**src/rtl/pipo_write_arbiter.sv**
```systemverilog
// pipo_write_arbiter
// Round-robin arbiter that serialises writes from NREQ requesters into one
// shared PIPO register. Each transfer runs IDLE -> GRANT -> LOAD -> IDLE.
// In GRANT the winner is re-checked. If its request has gone, the transfer
// is aborted.
// Optional feature: define ARB_LOCK_EN to add the `lock` input. A locked
// winner can then do back-to-back loads of up to 4 in a row.
module pipo_write_arbiter #(
    parameter int NREQ  = 4,
    parameter int WIDTH = 8
) (
    input  logic                    clk,
    input  logic                    reset,
    input  logic [NREQ-1:0]         req,
    input  logic [NREQ*WIDTH-1:0]   req_data,
`ifdef ARB_LOCK_EN
    input  logic [NREQ-1:0]         lock,
`endif
    output logic [NREQ-1:0]         gnt,
    output logic                    pipo_load,
    output logic [WIDTH-1:0]        pipo_data,
    output logic [$clog2(NREQ)-1:0] owner,
    output logic                    busy,
    output logic [15:0]             wr_count
);

    localparam int IW = $clog2(NREQ);

    localparam logic [1:0] IDLE  = 2'd0;
    localparam logic [1:0] GRANT = 2'd1;
    localparam logic [1:0] LOAD  = 2'd2;

    logic [1:0]    state;
    logic [IW-1:0] rr_ptr;
    logic [IW-1:0] winner;
    logic [IW-1:0] pick_idx;
    logic [IW-1:0] cand;
    logic          pick_valid;
    logic [IW-1:0] next_ptr;
`ifdef ARB_LOCK_EN
    logic [1:0]    burst_cnt;
`endif

    // Round-robin search: first active request at or after rr_ptr, wrapping at NREQ-1
    always_comb begin
        pick_valid = 1'b0;
        pick_idx   = '0;
        cand       = '0;
        for (int unsigned i = 0; i < NREQ; i++) begin
            cand = IW'((32'(rr_ptr) + i) % NREQ);
            if (!pick_valid && req[cand]) begin
                pick_valid = 1'b1;
                pick_idx   = cand;
            end
        end
    end

    assign next_ptr = (winner == IW'(NREQ - 1)) ? '0 : winner + 1'b1;
    assign busy     = (state != IDLE);

    // Transfer sequencing, grant/load strobes, captured data and bookkeeping
    always_ff @(posedge clk or posedge reset) begin
        if (reset) begin
            state     <= IDLE;
            gnt       <= '0;
            pipo_load <= 1'b0;
            pipo_data <= '0;
            owner     <= '0;
            wr_count  <= '0;
            rr_ptr    <= '0;
            winner    <= '0;
`ifdef ARB_LOCK_EN
            burst_cnt <= '0;
`endif
        end else begin
            gnt       <= '0;
            pipo_load <= 1'b0;
            case (state)
                IDLE: begin
                    if (pick_valid) begin
                        gnt    <= NREQ'(1) << pick_idx;
                        winner <= pick_idx;
                        state  <= GRANT;
                    end
                end
                GRANT: begin
                    if (req[winner]) begin
                        pipo_data <= req_data[winner*WIDTH +: WIDTH];
                        pipo_load <= 1'b1;
                        state     <= LOAD;
                    end else begin
                        // Abort: the pointer is left alone so the same search repeats.
                        state <= IDLE;
`ifdef ARB_LOCK_EN
                        burst_cnt <= '0;
`endif
                    end
                end
                LOAD: begin
                    owner    <= winner;
                    wr_count <= wr_count + 16'd1;
`ifdef ARB_LOCK_EN
                    // A locked winner skips IDLE. The burst is capped at 4 loads.
                    if (lock[winner] && req[winner] && burst_cnt != 2'd3) begin
                        gnt       <= NREQ'(1) << winner;
                        burst_cnt <= burst_cnt + 2'd1;
                        state     <= GRANT;
                    end else begin
                        rr_ptr    <= next_ptr;
                        burst_cnt <= '0;
                        state     <= IDLE;
                    end
`else
                    rr_ptr <= next_ptr;
                    state  <= IDLE;
`endif
                end
                default: state <= IDLE;
            endcase
        end
    end

endmodule

```
**config.mk**
```make
export PLATFORM = sky130hd
export DESIGN_NAME = pipo_write_arbiter
export DESIGN_NICKNAME = d
export VERILOG_FILES = /design/src/rtl/pipo_write_arbiter.sv
export SDC_FILE = /design/constraint.sdc
export NUM_CORES = 1
export LEC_CHECK = 0
export ABC_CLOCK_PERIOD_IN_PS = 2900
export CAP_MARGIN = 20
export CORE_MARGIN = 1
export CORE_UTILIZATION = 47
export DETAILED_ROUTE_END_ITERATION = 16
export GPL_ROUTABILITY_DRIVEN = 1
export GPL_TIMING_DRIVEN = 0
export PLACE_DENSITY_LB_ADDON = 0.05
export SYNTH_ARGS = -nofsm -noshare
export SYNTH_HDL_FRONTEND = slang
export SYNTH_SLANG_ARGS = --single-unit
```
**constraint.sdc**
```tcl
create_clock -name clk -period 2.9 [get_ports clk]
set_clock_uncertainty 0.15 [all_clocks]
set_input_delay 0.58 -clock clk [delete_from_list [all_inputs] [get_ports clk]]
set_output_delay 0.58 -clock clk [all_outputs]
set_load 0.02 [all_outputs]
```
==> impl_metrics.toml <==
[outcome]
status = "finished clean"

[timing]
max_clock_freq_mhz = 406
fin_ws_ps = 439
fin_tns_setup_ps = 0
max_slew.worst_pin.slew_ps = 639
slew_violations = 0
layout_min_cycle_time_ps = 2460
timing.final.crit_share = 0.849
hold_viol_final = 0
rsz0062_at_grt = "false"
finalSetupViolations = 0
slew_headroom = 0.574

[layout]
layout-drive-gt1-share = 0.133
diodes = 0
area_growth_syn_to_layout_pct = 47.0
finalNetCount = 265

[global_routing]
grt_pass1_wl_mm = 6.37
grt_overflow = 0
antenna_found_initial = 0
grt_start_max_net_pins = 24
grt_pass1_vias = 1413
grt_usage = 0.205

[synth]
netlist_area_sq_um = 1840
ys_ff_latch = 37
syn-num-nets = 188
postSynthAreaPerCell_sq_um = 12.4
synth.top_cell.area_share = 0.504
synth.distinct_cells = 36
synthTopCellsByArea = "dfrtp_1 50%, mux4_2 7.4%, mux2_2 5.5%, xnor2_1 4.8%, nand2_1 3.3%"
yosysSeqAreaShare = 0.504
synth_area_leader_cell = "dfrtp_1"
ys_warn_count = 0
netlist_instances = 148

[critical_path]
cp_cell_sequence = "or2_0, clkbuf_1, clkdlybuf4s50_1"
slowest_stage = "clkdlybuf4s50_1"
cp.required_ps = 2170
cp.arrival_ps = 1730
startpoint_type = "flip-flop"
path_delay_family = "buffers and inverters"
critPathKind = "reg2out"
path_buf_inv = 2
crit_path_end_kind = "output port"
slowest_delay_ps = 660
path_max_fanout = 6

[routing]
detail_route.iter0.violations = 28
postRouteAntennaNets = 0
vias = 1450
wl_mm = 3.97
via_per_inst = 5.31
drc = 0
dr.pass1.iters = 4
wl_per_cell_um = 14.5

[die]
coreArea_sq_um = 3720
fp-row-count = 22
fp.dieW_um = 64.5
boundaryPins = 70
start_util = 0.495
die_h_um = 64.5
die-area_sq_um = 4160

[placement]
io_buffers = 69
dp_hpwl_mm = 3.03
dp_slack_ps = 562
gp_congestion = 0.803

[clock_tree]
cts_hold_buffers = 0
cts_made_buffers = 5
cts_tree = "done"
clkLatencyLatePin_ps = 290
cts_setup_buffers = 0
clockRootBuffer = "clkbuf_8"
post_cts_resized = 0
cts.clk_slew.worst_paths_ps = 70
htree_levels = 2
clk_path_buf_depth = 2
clock-sinks = 37

[job]
maxCapViolCount = 0

[worst_hold_path]
hp-class = "reg2reg"

[pwr]
pwr_density_cell_nw_per_um2 = 828
power_leakage_uw = 0.00117
vdd_ir_drop_max_v = 0.000449
-- state kept, by name (all words and copies together), names as in the netlist --
| register | flops |
|---|---|
| rr_ptr | 2 |
| pipo_load | 1 |
| state | 2 |
| pipo_data | 8 |
| winner | 2 |
| gnt | 4 |
| owner | 2 |
| wr_count | 16 |
-- logic make-up after synthesis --
family          Yosys count  share of synthesized area
fa+ha+maj                 2                     0.0136
compound gates           11                     0.0436
xor+xnor                 15                     0.0715
flops                    37                      0.504
buf+inv                  12                     0.0347
simple gates             53                      0.170
mux                      18                      0.163
-- per-layer routing --
metal / up-vias / share of wire / track usage / wire (um)
li1: 680 / - / - / -
met1: 723 / 0.43 / 0.247 / 1690
met2: 41 / 0.51 / 0.351 / 2040
met3: 6 / 0.050 / 0.0634 / 200
met4: 0 / 0.0091 / 0.0556 / 36
met5: - / 0 / 0 / 0
-- through the flow --
stage          area (sq um)  hold slack [ps]  instances   util  power [uW]
4_1_cts                2700              330        273  0.727        2260
2_1_floorplan          1840              326        148      -        1470
6_report               2700              339        273  0.727        2240
3_3_place_gp           2590              307        265  0.697        1860
5_1_grt                2700              358        273  0.727        2380
3_5_place_dp           2620              317        266  0.704        1910
-- final cells by class --
type                    count  area [sq um]
inverters                   7          26.3
well taps                  48          60.1
plain buffers               5          37.5
fillers                   299          1010
multi-input cells          99           848
clock buffers               7          86.3
repair buffers             70           718
flip-flops and latches     37           926
-- cells in the mapped netlist, drive strengths merged --
library cell  number
ha                 2
and4               1
dfrtp             37
xor2               5
buf                2
nor4               5
a21oi              5
nor3b              1
xnor2             10
mux4               8
nand2             16
o31ai              2
nand4b             1
mux2i              1
nand2b             5
inv                7
nor2b              1
or2                1
nor3               2
nor2               6
a211o              1
and3               5
o22ai              1
or3                1
o21ai              2
clkbuf             3
nand4              5
nand3              2
nand3b             1
mux2               9
-- power breakdown --
part	internal [uW]	leakage (uW)	switching [uW]
combinational	581	0.000641	500
sequential	676	0.000480	131
clock	188	0.0000443	163
total	1450	0.00117	793
-- final timing paths --
| check | from | endpoint | slack [ps] | cells past startpoint |
|---|---|---|---|---|
| max in group asynchronous | reset | state[0]$_DFFE_PP0P_ | 1540 | 3 |
| setup reg to reg | wr_count[0]$_DFFE_PP0N_ | wr_count[12]$_DFFE_PP0N_ | 940 | 5 |
| min in group asynchronous | reset | winner[1]$_DFFE_PP0P_ | 530 | 2 |
| hold reg to reg | wr_count[15]$_DFFE_PP0N_ | wr_count[15]$_DFFE_PP0N_ | 340 | 1 |
| hold / removal | wr_count[15]$_DFFE_PP0N_ | wr_count[15]$_DFFE_PP0N_ | 340 | 1 |
| setup / recovery | state[1]$_DFFE_PP0P_ | busy | 440 | 3 |
-- layout by cell type (no fill, tap or decap), types with 2 or more instances in the layout --
cell type,count
o31ai_1,2
nand3_1,2
nand4_1,5
nor2_1,6
inv_1,7
mux4_1,2
nor4_2,3
xnor2_1,10
nor3_1,2
mux4_2,6
nand2b_1,5
ha_1,2
a21oi_1,4
nand2_1,16
mux2_2,9
clkbuf_8,6
clkdlybuf4s50_1,69
xor2_1,5
dfrtp_1,37
clkbuf_1,4
and3_1,5
(Power assumes the default switching activity.)
